===== src/rtl/ef_saradc_pkg.sv =====
// rtl/ef_saradc_pkg.sv - shared types and constants for the SAR ADC controller
package ef_saradc_pkg;

  typedef enum logic [2:0] {
    ST_IDLE,
    ST_SAMP,
    ST_LOAD,
    ST_SETTLE,
    ST_DECIDE,
    ST_DONE
  } state_t;

  localparam int DEF_WIDTH         = 10;
  localparam int DEF_SAMPLE_CYCLES = 4;
  localparam int DEF_SETTLE_CYCLES = 1;

  // Dwell counter width: must hold max(SAMPLE_CYCLES, SETTLE_CYCLES).
  function automatic int cnt_width(input int sample_cycles, input int settle_cycles);
    int m;
    m = (sample_cycles > settle_cycles) ? sample_cycles : settle_cycles;
    return $clog2(m + 1);
  endfunction

  localparam int DEF_CNT_W = cnt_width(DEF_SAMPLE_CYCLES, DEF_SETTLE_CYCLES);

endpackage


===== src/rtl/ef_saradc_if.sv =====
// rtl/ef_saradc_if.sv - controller-side signal bundle between analog macros and the register wrapper
interface ef_saradc_if #(
  parameter int WIDTH = ef_saradc_pkg::DEF_WIDTH
);
  logic             en;
  logic             soc;
  logic             cont;
  logic             cmp;
  logic             sample;
  logic [WIDTH-1:0] dac_code;
  logic             dac_load;
  logic             busy;
  logic             eoc;
  logic [WIDTH-1:0] data;

  modport slave (
    input  en, soc, cont, cmp,
    output sample, dac_code, dac_load, busy, eoc, data
  );

  modport master (
    output en, soc, cont, cmp,
    input  sample, dac_code, dac_load, busy, eoc, data
  );
endinterface


===== src/rtl/ef_saradc_cnt.sv =====
// rtl/ef_saradc_cnt.sv - loadable down-counter with zero flag for sample and settle dwell times
module ef_saradc_cnt #(
  parameter int CW = 3
) (
  input  logic          i_clk,
  input  logic          i_rst,
  input  logic          i_load,
  input  logic [CW-1:0] i_val,
  output logic          o_zero
);

  logic [CW-1:0] r_cnt;

  always_ff @(posedge i_clk or posedge i_rst) begin
    if (i_rst) begin
      r_cnt <= '0;
    end else if (i_load) begin
      r_cnt <= i_val;
    end else if (r_cnt != '0) begin
      r_cnt <= r_cnt - CW'(1);
    end
  end

  assign o_zero = (r_cnt == '0);

endmodule


===== src/rtl/ef_saradc_ctrl.sv =====
// rtl/ef_saradc_ctrl.sv - successive-approximation FSM and result register for a WIDTH-bit SAR ADC
module ef_saradc_ctrl
  import ef_saradc_pkg::*;
#(
  parameter int WIDTH         = DEF_WIDTH,
  parameter int SAMPLE_CYCLES = DEF_SAMPLE_CYCLES,
  parameter int SETTLE_CYCLES = DEF_SETTLE_CYCLES
) (
  input  logic        i_clk,
  input  logic        i_rst,
  ef_saradc_if.slave  io_bus
);

  localparam int CW = cnt_width(SAMPLE_CYCLES, SETTLE_CYCLES);
  localparam int IW = $clog2(WIDTH);

  // Dwell counter runs N-1..0 so the zero flag marks the last cycle of a dwell.
  localparam logic [CW-1:0]    SAMP_LD = CW'(SAMPLE_CYCLES - 1);
  localparam logic [CW-1:0]    SETL_LD = CW'(SETTLE_CYCLES - 1);
  localparam logic [WIDTH-1:0] TOP_BIT = {1'b1, {(WIDTH-1){1'b0}}};
  localparam logic [IW-1:0]    TOP_IDX = IW'(WIDTH - 1);

  state_t           r_state;
  state_t           w_next;
  logic [WIDTH-1:0] r_code;
  logic [WIDTH-1:0] r_data;
  logic [IW-1:0]    r_idx;
  logic             r_cmp;

  logic             w_cnt_load;
  logic [CW-1:0]    w_cnt_val;
  logic             w_cnt_zero;
  logic             w_sample;
  logic             w_dac_load;
  logic             w_busy;
  logic             w_eoc;
  logic [WIDTH-1:0] w_decide_code;

  ef_saradc_cnt #(
    .CW (CW)
  ) u_cnt (
    .i_clk  (i_clk),
    .i_rst  (i_rst),
    .i_load (w_cnt_load),
    .i_val  (w_cnt_val),
    .o_zero (w_cnt_zero)
  );

  always_ff @(posedge i_clk or posedge i_rst) begin
    if (i_rst) begin
      r_state <= ST_IDLE;
    end else begin
      r_state <= w_next;
    end
  end

  always_comb begin
    w_next     = r_state;
    w_cnt_load = 1'b0;
    w_cnt_val  = SAMP_LD;
    w_sample   = 1'b0;
    w_dac_load = 1'b0;
    w_busy     = 1'b1;
    w_eoc      = 1'b0;
    case (r_state)
      ST_IDLE: begin
        w_busy = 1'b0;
        if (io_bus.en && io_bus.soc) begin
          w_next     = ST_SAMP;
          w_cnt_load = 1'b1;
        end
      end
      ST_SAMP: begin
        w_sample = 1'b1;
        if (w_cnt_zero) begin
          w_next = ST_LOAD;
        end
      end
      ST_LOAD: begin
        w_dac_load = 1'b1;
        w_next     = ST_SETTLE;
        w_cnt_load = 1'b1;
        w_cnt_val  = SETL_LD;
      end
      ST_SETTLE: begin
        if (w_cnt_zero) begin
          w_next = ST_DECIDE;
        end
      end
      ST_DECIDE: begin
        w_next = (r_idx == '0) ? ST_DONE : ST_LOAD;
      end
      ST_DONE: begin
        w_eoc = 1'b1;
        if (io_bus.en && io_bus.cont) begin
          w_next     = ST_SAMP;
          w_cnt_load = 1'b1;
        end else begin
          w_next = ST_IDLE;
        end
      end
      default: begin
        w_next = ST_IDLE;
      end
    endcase
    // Dropping EN aborts from anywhere; the DONE cycle itself still shows EOC.
    if (!io_bus.en && r_state != ST_IDLE) begin
      w_next     = ST_IDLE;
      w_cnt_load = 1'b0;
    end
  end

  // Resolve the bit under test from the comparator and arm the next trial bit.
  always_comb begin
    w_decide_code        = r_code;
    w_decide_code[r_idx] = r_cmp;
    if (r_idx != '0) begin
      w_decide_code[r_idx - IW'(1)] = 1'b1;
    end
  end

  always_ff @(posedge i_clk or posedge i_rst) begin
    if (i_rst) begin
      r_code <= '0;
      r_data <= '0;
      r_idx  <= '0;
      r_cmp  <= 1'b0;
    end else begin
      r_cmp <= io_bus.cmp;
      if (w_next == ST_IDLE) begin
        r_code <= '0;
      end else begin
        case (r_state)
          ST_SAMP: begin
            if (w_cnt_zero) begin
              r_code <= TOP_BIT;
              r_idx  <= TOP_IDX;
            end
          end
          ST_DECIDE: begin
            r_code <= w_decide_code;
            if (r_idx != '0) begin
              r_idx <= r_idx - IW'(1);
            end else begin
              r_data <= w_decide_code;
            end
          end
          ST_DONE: begin
            r_code <= '0;
          end
          default: begin
          end
        endcase
      end
    end
  end

  assign io_bus.sample   = w_sample;
  assign io_bus.dac_code = r_code;
  assign io_bus.dac_load = w_dac_load;
  assign io_bus.busy     = w_busy;
  assign io_bus.eoc      = w_eoc;
  assign io_bus.data     = r_data;

endmodule


===== src/flat_wrapper.sv =====
// flat-port wrapper written by rule: the top's interface ports become plain ports
module ef_saradc_ctrl_flat import ef_saradc_pkg::*;
#(
  parameter int WIDTH         = DEF_WIDTH,
  parameter int SAMPLE_CYCLES = DEF_SAMPLE_CYCLES,
  parameter int SETTLE_CYCLES = DEF_SETTLE_CYCLES
)
  (i_clk, i_rst, io_bus_en, io_bus_soc, io_bus_cont, io_bus_cmp, io_bus_sample, io_bus_dac_code, io_bus_dac_load, io_bus_busy, io_bus_eoc, io_bus_data);
  ef_saradc_if #(.WIDTH(WIDTH)) io_bus_i ();
  input  logic i_clk;
  input  logic i_rst;
  input wire logic [$bits(io_bus_i.en)-1:0] io_bus_en;
  input wire logic [$bits(io_bus_i.soc)-1:0] io_bus_soc;
  input wire logic [$bits(io_bus_i.cont)-1:0] io_bus_cont;
  input wire logic [$bits(io_bus_i.cmp)-1:0] io_bus_cmp;
  output wire logic [$bits(io_bus_i.sample)-1:0] io_bus_sample;
  output wire logic [$bits(io_bus_i.dac_code)-1:0] io_bus_dac_code;
  output wire logic [$bits(io_bus_i.dac_load)-1:0] io_bus_dac_load;
  output wire logic [$bits(io_bus_i.busy)-1:0] io_bus_busy;
  output wire logic [$bits(io_bus_i.eoc)-1:0] io_bus_eoc;
  output wire logic [$bits(io_bus_i.data)-1:0] io_bus_data;
  assign io_bus_i.en = io_bus_en;
  assign io_bus_i.soc = io_bus_soc;
  assign io_bus_i.cont = io_bus_cont;
  assign io_bus_i.cmp = io_bus_cmp;
  assign io_bus_sample = io_bus_i.sample;
  assign io_bus_dac_code = io_bus_i.dac_code;
  assign io_bus_dac_load = io_bus_i.dac_load;
  assign io_bus_busy = io_bus_i.busy;
  assign io_bus_eoc = io_bus_i.eoc;
  assign io_bus_data = io_bus_i.data;
  ef_saradc_ctrl #(.WIDTH(WIDTH), .SAMPLE_CYCLES(SAMPLE_CYCLES), .SETTLE_CYCLES(SETTLE_CYCLES)) u_core (.i_clk(i_clk), .i_rst(i_rst), .io_bus(io_bus_i));
endmodule

===== config.mk =====
export PLATFORM = sky130hd
export DESIGN_NAME = ef_saradc_ctrl_flat
export DESIGN_NICKNAME = d
export VERILOG_FILES = /design/src/rtl/ef_saradc_pkg.sv /design/src/rtl/ef_saradc_if.sv /design/src/rtl/ef_saradc_cnt.sv /design/src/rtl/ef_saradc_ctrl.sv /design/src/flat_wrapper.sv
export SDC_FILE = /design/constraint.sdc
export NUM_CORES = 1
export LEC_CHECK = 0
export ABC_AREA = 1
export CORE_AREA = 5 5 65 67
export CTS_CLUSTER_DIAMETER = 80
export DETAILED_ROUTE_END_ITERATION = 12
export DIE_AREA = 0 0 70 72
export PLACE_DENSITY = 0.82
export SKIP_CTS_REPAIR_TIMING = 1
export SYNTH_ARGS = -nofsm -noshare
export SYNTH_HDL_FRONTEND = slang
export SYNTH_SLANG_ARGS = --single-unit

===== constraint.sdc =====
create_clock -name i_clk -period 4.8 [get_ports i_clk]
set_input_delay 1.2 -clock i_clk [delete_from_list [all_inputs] [get_ports i_clk]]
set_output_delay 1.2 -clock i_clk [all_outputs]
set_load 0.01 [all_outputs]

# ---- Word-level counts from Yosys, hierarchy flattened
# Cells that the tools add are included.
# Widths: inputs -> output; s select.
dict set report word_totals {
  ff_bits 31
  in_bits 6
  out_inout_bits 24
  wordCells 72
}
dict set report classes {
  n_addsub 2
  n_lt_le_gt_ge 4
  eq_ne 8
  muxes 30
  bitwise_logic 3
  n_reduce_logical 19
}
# op count
set op_table {}
lappend op_table {{$mux 10} 3}
lappend op_table {{$pmux 10 s3} 1}
lappend op_table {{$mux 3} 7}
lappend op_table {{$pmux 3 s6} 1}
lappend op_table {{$bwmux 10} 1}
lappend op_table {{$lt 4x5->1 const B} 2}
lappend op_table {{$mux 1} 10}
lappend op_table {{$or 10x10->10} 1}
lappend op_table {{$logic_not 3->1} 3}
lappend op_table {{$demux 1 s4} 2}
lappend op_table {{$ge 4x1->1 const B} 2}
lappend op_table {{$mux 4} 2}
lappend op_table {{$pmux 4 s2} 1}
lappend op_table {{$reduce_bool 4->1} 2}
lappend op_table {{$eq 3x2->1 const B} 2}
lappend op_table {{$eq 3x3->1 const B} 2}
lappend op_table {{$reduce_bool 3->1} 2}
lappend op_table {{$logic_and 1x1->1} 5}
lappend op_table {{$logic_not 4->1} 1}
lappend op_table {{$reduce_and 4->1} 1}
lappend op_table {{$reduce_bool 2->1} 2}
lappend op_table {{$sub 4x1->4 const B} 1}
lappend op_table {{$eq 3x1->1 const B} 1}
lappend op_table {{$ne 3x2->1 const B} 1}
lappend op_table {{other kinds (9)} 10}

# ---- Depth between registers and ports, before layout
dict set report logic_depth {
  depth_word 9
  depth_mapped 14
  ltp_nobuf 13
}

# ---- Cells and area by module
# A second synthesis with hierarchy kept.
dict set report unflattened {
  cells_unflattened 287
  hier_area_um2 2043.2
}
# mod instances cells_per_inst area_per_inst_um2 seq_area_each_um2
set modules_own_cells {}
lappend modules_own_cells {ef_saradc_ctrl 1 254 1831.8 700.7}
lappend modules_own_cells {ef_saradc_cnt 1 33 211.5 75.1}

# ---- Worst setup path after synthesis
# Ideal clock, no wire load.
dict set report synth_path {
  kind {flip-flop to output port}
  from {register u_core.r_state[0]}
  to {output io_bus_dac_load}
  arrival_ns 0.920
  t_required_ns 3.600
  slack_ns 2.680
  stages_incl_launch_ff 5
  path_buffers 1
  path_cell_list {dfrtp_1 > buf_6 > nor2_2 > nand2_1 > inv_1}
}
dict set report synth_between {
  elab_chain_len 2
}
# element line_no
set synth_lines {}
lappend synth_lines {{start: declaration} ef_saradc_ctrl.sv:23} ;# state_t r_state;
lappend synth_lines {{start signal: assignment} ef_saradc_ctrl.sv:53} ;# r_state <= w_next;
lappend synth_lines {{$eq 3x2->1} ef_saradc_ctrl.sv:65} ;# case (r_state)
lappend synth_lines {{$mux 1} ef_saradc_ctrl.sv:65}
lappend synth_lines {{end: declaration} flat_wrapper.sv:18} ;# output wire logic [$bits(io_bus_i.dac_load)-1:0] io_bus_dac_load;
# Every way passes these cells.

# ---- Worst setup path in the final report
# Ends and elaborated chain as after synthesis.

==> results.py <==
metrics = {
    "finish": {
        "layout.cells.non_filler": 339,
        "synthToLayoutAreaGrowth_pct": 18.2,
        "num_antenna_cells": 0,
        "drive_gt1_frac": 0.107,
        "final_cell_mix": "nand2_1 (88), inv_1 (31), dfrtp_1 (31)",
        "fin_nets": 304,
        "final_common_cell": "nand2_1",
    },
    "floorplan": {
        "die_area_um2": 5040,
        "initial_core_util": 0.554,
        "core_um2": 3580,
        "die_x_um": 70,
        "die_y_um": 72,
        "io_pins": 30,
        "num_rows": 22,
    },
    "detailed_routing": {
        "num_vias": 1813,
        "drt-pass1-iter-count": 4,
        "postRouteAntennaNets": 0,
        "wl_mm": 4.51,
        "drt_iter0_drc": 110,
        "via_per_inst": 5.35,
        "post_drt_wl_per_cell_um": 13.3,
        "drc": 0,
    },
    "global_routing": {
        "grt_pass1_vias": 1802,
        "antenna_found_initial": 0,
        "overflow": 0,
        "grtUsageTotal": 0.194,
        "grt_pass1_wl_mm": 7.94,
        "grt_start_max_net_pins": 32,
    },
    "cts": {
        "cts_buffers": 5,
        "clk_pin_slew_ps": 100,
        "worstSkewPairLatency_ps": 340,
        "cts-root-buf": "clkbuf_4",
        "cts_tree": "yes",
        "cts_sinks": 31,
        "cts-htree-levels": 2,
        "clockBufferDepth": 2,
    },
    "setup_path": {
        "endpoint": "io_bus_dac_load",
        "cp_slowest_cell": "clkdlybuf4s50_1",
        "cp.required_ps": 3600,
        "crit_type": "reg -> out",
        "r2r_end": "u_core.r_idx[2]",
        "crit_arrival_ps": 1960,
        "slowest_delay_ps": 540,
        "reg2reg_setup_slack_ps": 2690,
        "cp_max_fo": 7,
        "startpoint": "u_core.r_state[0]",
        "end_kind": "primary output",
        "path_cells": "nor2_2 -> nand2_1 -> inv_1 -> clkdlybuf4s50_1",
        "start_kind": "register",
        "rr_worst_depth": 13,
        "r2r_start": "u_core.u_cnt.r_cnt[0]",
    },
    "placed_design": {
        "routabilityCongestion": 0.881,
        "dp_cells": 332,
        "numPortBuffers": 29,
        "post-dp-hpwl_mm": 3.29,
        "place_ws_ps": 1990,
    },
    "sta": {
        "finalHoldViolCount": 0,
        "max_freq_ghz": 0.316,
        "worst_pin_slew_ps": 444,
        "finalSetupTns_ps": 0,
        "layout_min_cycle_time_ps": 3160,
        "rsz0062_at_grt": "no",
        "max_slew_margin": 0.703,
        "skew_ps": 10.9,
        "post-route-period-util": 0.659,
        "setup_violations": 0,
        "worst_slack_ps": 1640,
        "whs_ps": 484,
        "drv_slew": 0,
    },
    "synth": {
        "syn_area_per_cell_um2": 7.66,
        "syn_nets": 272,
        "ys_warn_count": 0,
        "syn_inst": 259,
        "netlist_area_um2": 1980,
        "synth_cell_type_count": 27,
        "seq_area_frac_synth": 0.391,
        "synth-seq-cells": 31,
    },
    "power": {
        "ir_drop_mv": 0.358,
        "design_power_total_mw": 1.16,
        "p_per_area_nw_per_um2": 496,
        "cellLeakagePower_nw": 1.16,
    },
    "status": {
        "outcome": "complete, no violations",
    },
    "flow_run": {
        "cap_violations": 0,
    },
    "min_path": {
        "hold_class": "reg -> reg",
    },
}
power by group:
group          internal (mW)  leakage [nW]  switching, mW  total (mW)
Sequential             0.311         0.414         0.0579       0.369
Combinational          0.218         0.714          0.419       0.637
Clock                 0.0677        0.0341         0.0893       0.157
Total                  0.597          1.16          0.566        1.16
logic make-up after synthesis:
group | Yosys count | share of synthesized area
adders and majority gates | 7 | 0.0442
xor gates and xnor gates | 2 | 0.00883
buffers and inverters | 39 | 0.0921
DFF | 31 | 0.391
and+or+nand+nor | 157 | 0.387
AOI/OAI and AO/OA | 23 | 0.0763
registers in the layout (all words and copies together), names as in the netlist:
register and flops:
u_core.io_bus.dac_code 10, u_core.io_bus.data 10, u_core.r_idx 4, u_core.r_state 3, u_core.u_cnt.r_cnt 3, u_core.r_cmp 1
stage by stage:
step / area [um2] / utilization
2_1_floorplan: 1980 / -
3_3_place_gp: 2290 / 0.640
3_5_place_dp: 2290 / 0.640
4_1_cts: 2340 / 0.655
5_1_grt: 2340 / 0.655
6_report: 2340 / 0.655
area by class of cell:
cell class	count	area, um2
Tap cell	48	60.1
Timing Repair Buffer	30	298
Multi-Input combinational cell	189	1020
Clock buffer	6	51.3
Clock inverter	1	5.00
Sequential cell	31	776
Inverter	34	130
Fill cell	306	1230
how the worst min path moves through the flow:
stage,startpoint,to,depth (start not counted)
floorplan,u_core.r_idx[1],u_core.r_idx[1],2
global placement,u_core.io_bus.data[7],u_core.io_bus.data[7],2
detailed placement,u_core.io_bus.data[5],u_core.io_bus.data[5],2
CTS,u_core.io_bus.data[5],u_core.io_bus.data[5],2
global route,u_core.io_bus.data[1],u_core.io_bus.data[1],2
finish,u_core.io_bus.data[5],u_core.io_bus.data[5],2
cells in the mapped netlist:
cell type,count,area (um2)
nand2_1,88,330
dfrtp_1,31,776
inv_1,31,116
nand3_1,30,150
nor2_1,17,63.8
o21ai_0,8,40.0
ha_1,7,87.6
a21oi_1,5,25.0
nand3_2,5,50.1
nand2_4,4,45.0
nor2_4,4,45.0
o211ai_1,4,30.0
nand4_1,3,18.8
a21oi_4,2,32.5
buf_2,2,10.0
buf_6,2,22.5
nand2_2,2,12.5
nor2_2,2,12.5
nor2_8,2,40.0
o21ai_1,2,10.0
xor2_1,2,17.5
a31oi_1,1,6.26
buf_12,1,20.0
clkinv_1,1,3.75
inv_2,1,3.75
inv_4,1,6.26
o21a_1,1,7.51
worst max-delay path: cells and delay by family (launching register included):
kind | cells | cell delay [ps]
flip-flops | 1 | 520
buffers and inverters | 2 | 640
AND/OR/NAND/NOR | 2 | 460
routing by layer:
metal / part of all wire / wire, um / track usage
met1: 0.42 / 1900 / 0.224
met4: 0.020 / 90 / 0.0830
met3: 0.049 / 223 / 0.0429
met5: 0 / 0 / 0
met2: 0.51 / 2300 / 0.347
(Power assumes the default switching activity.)
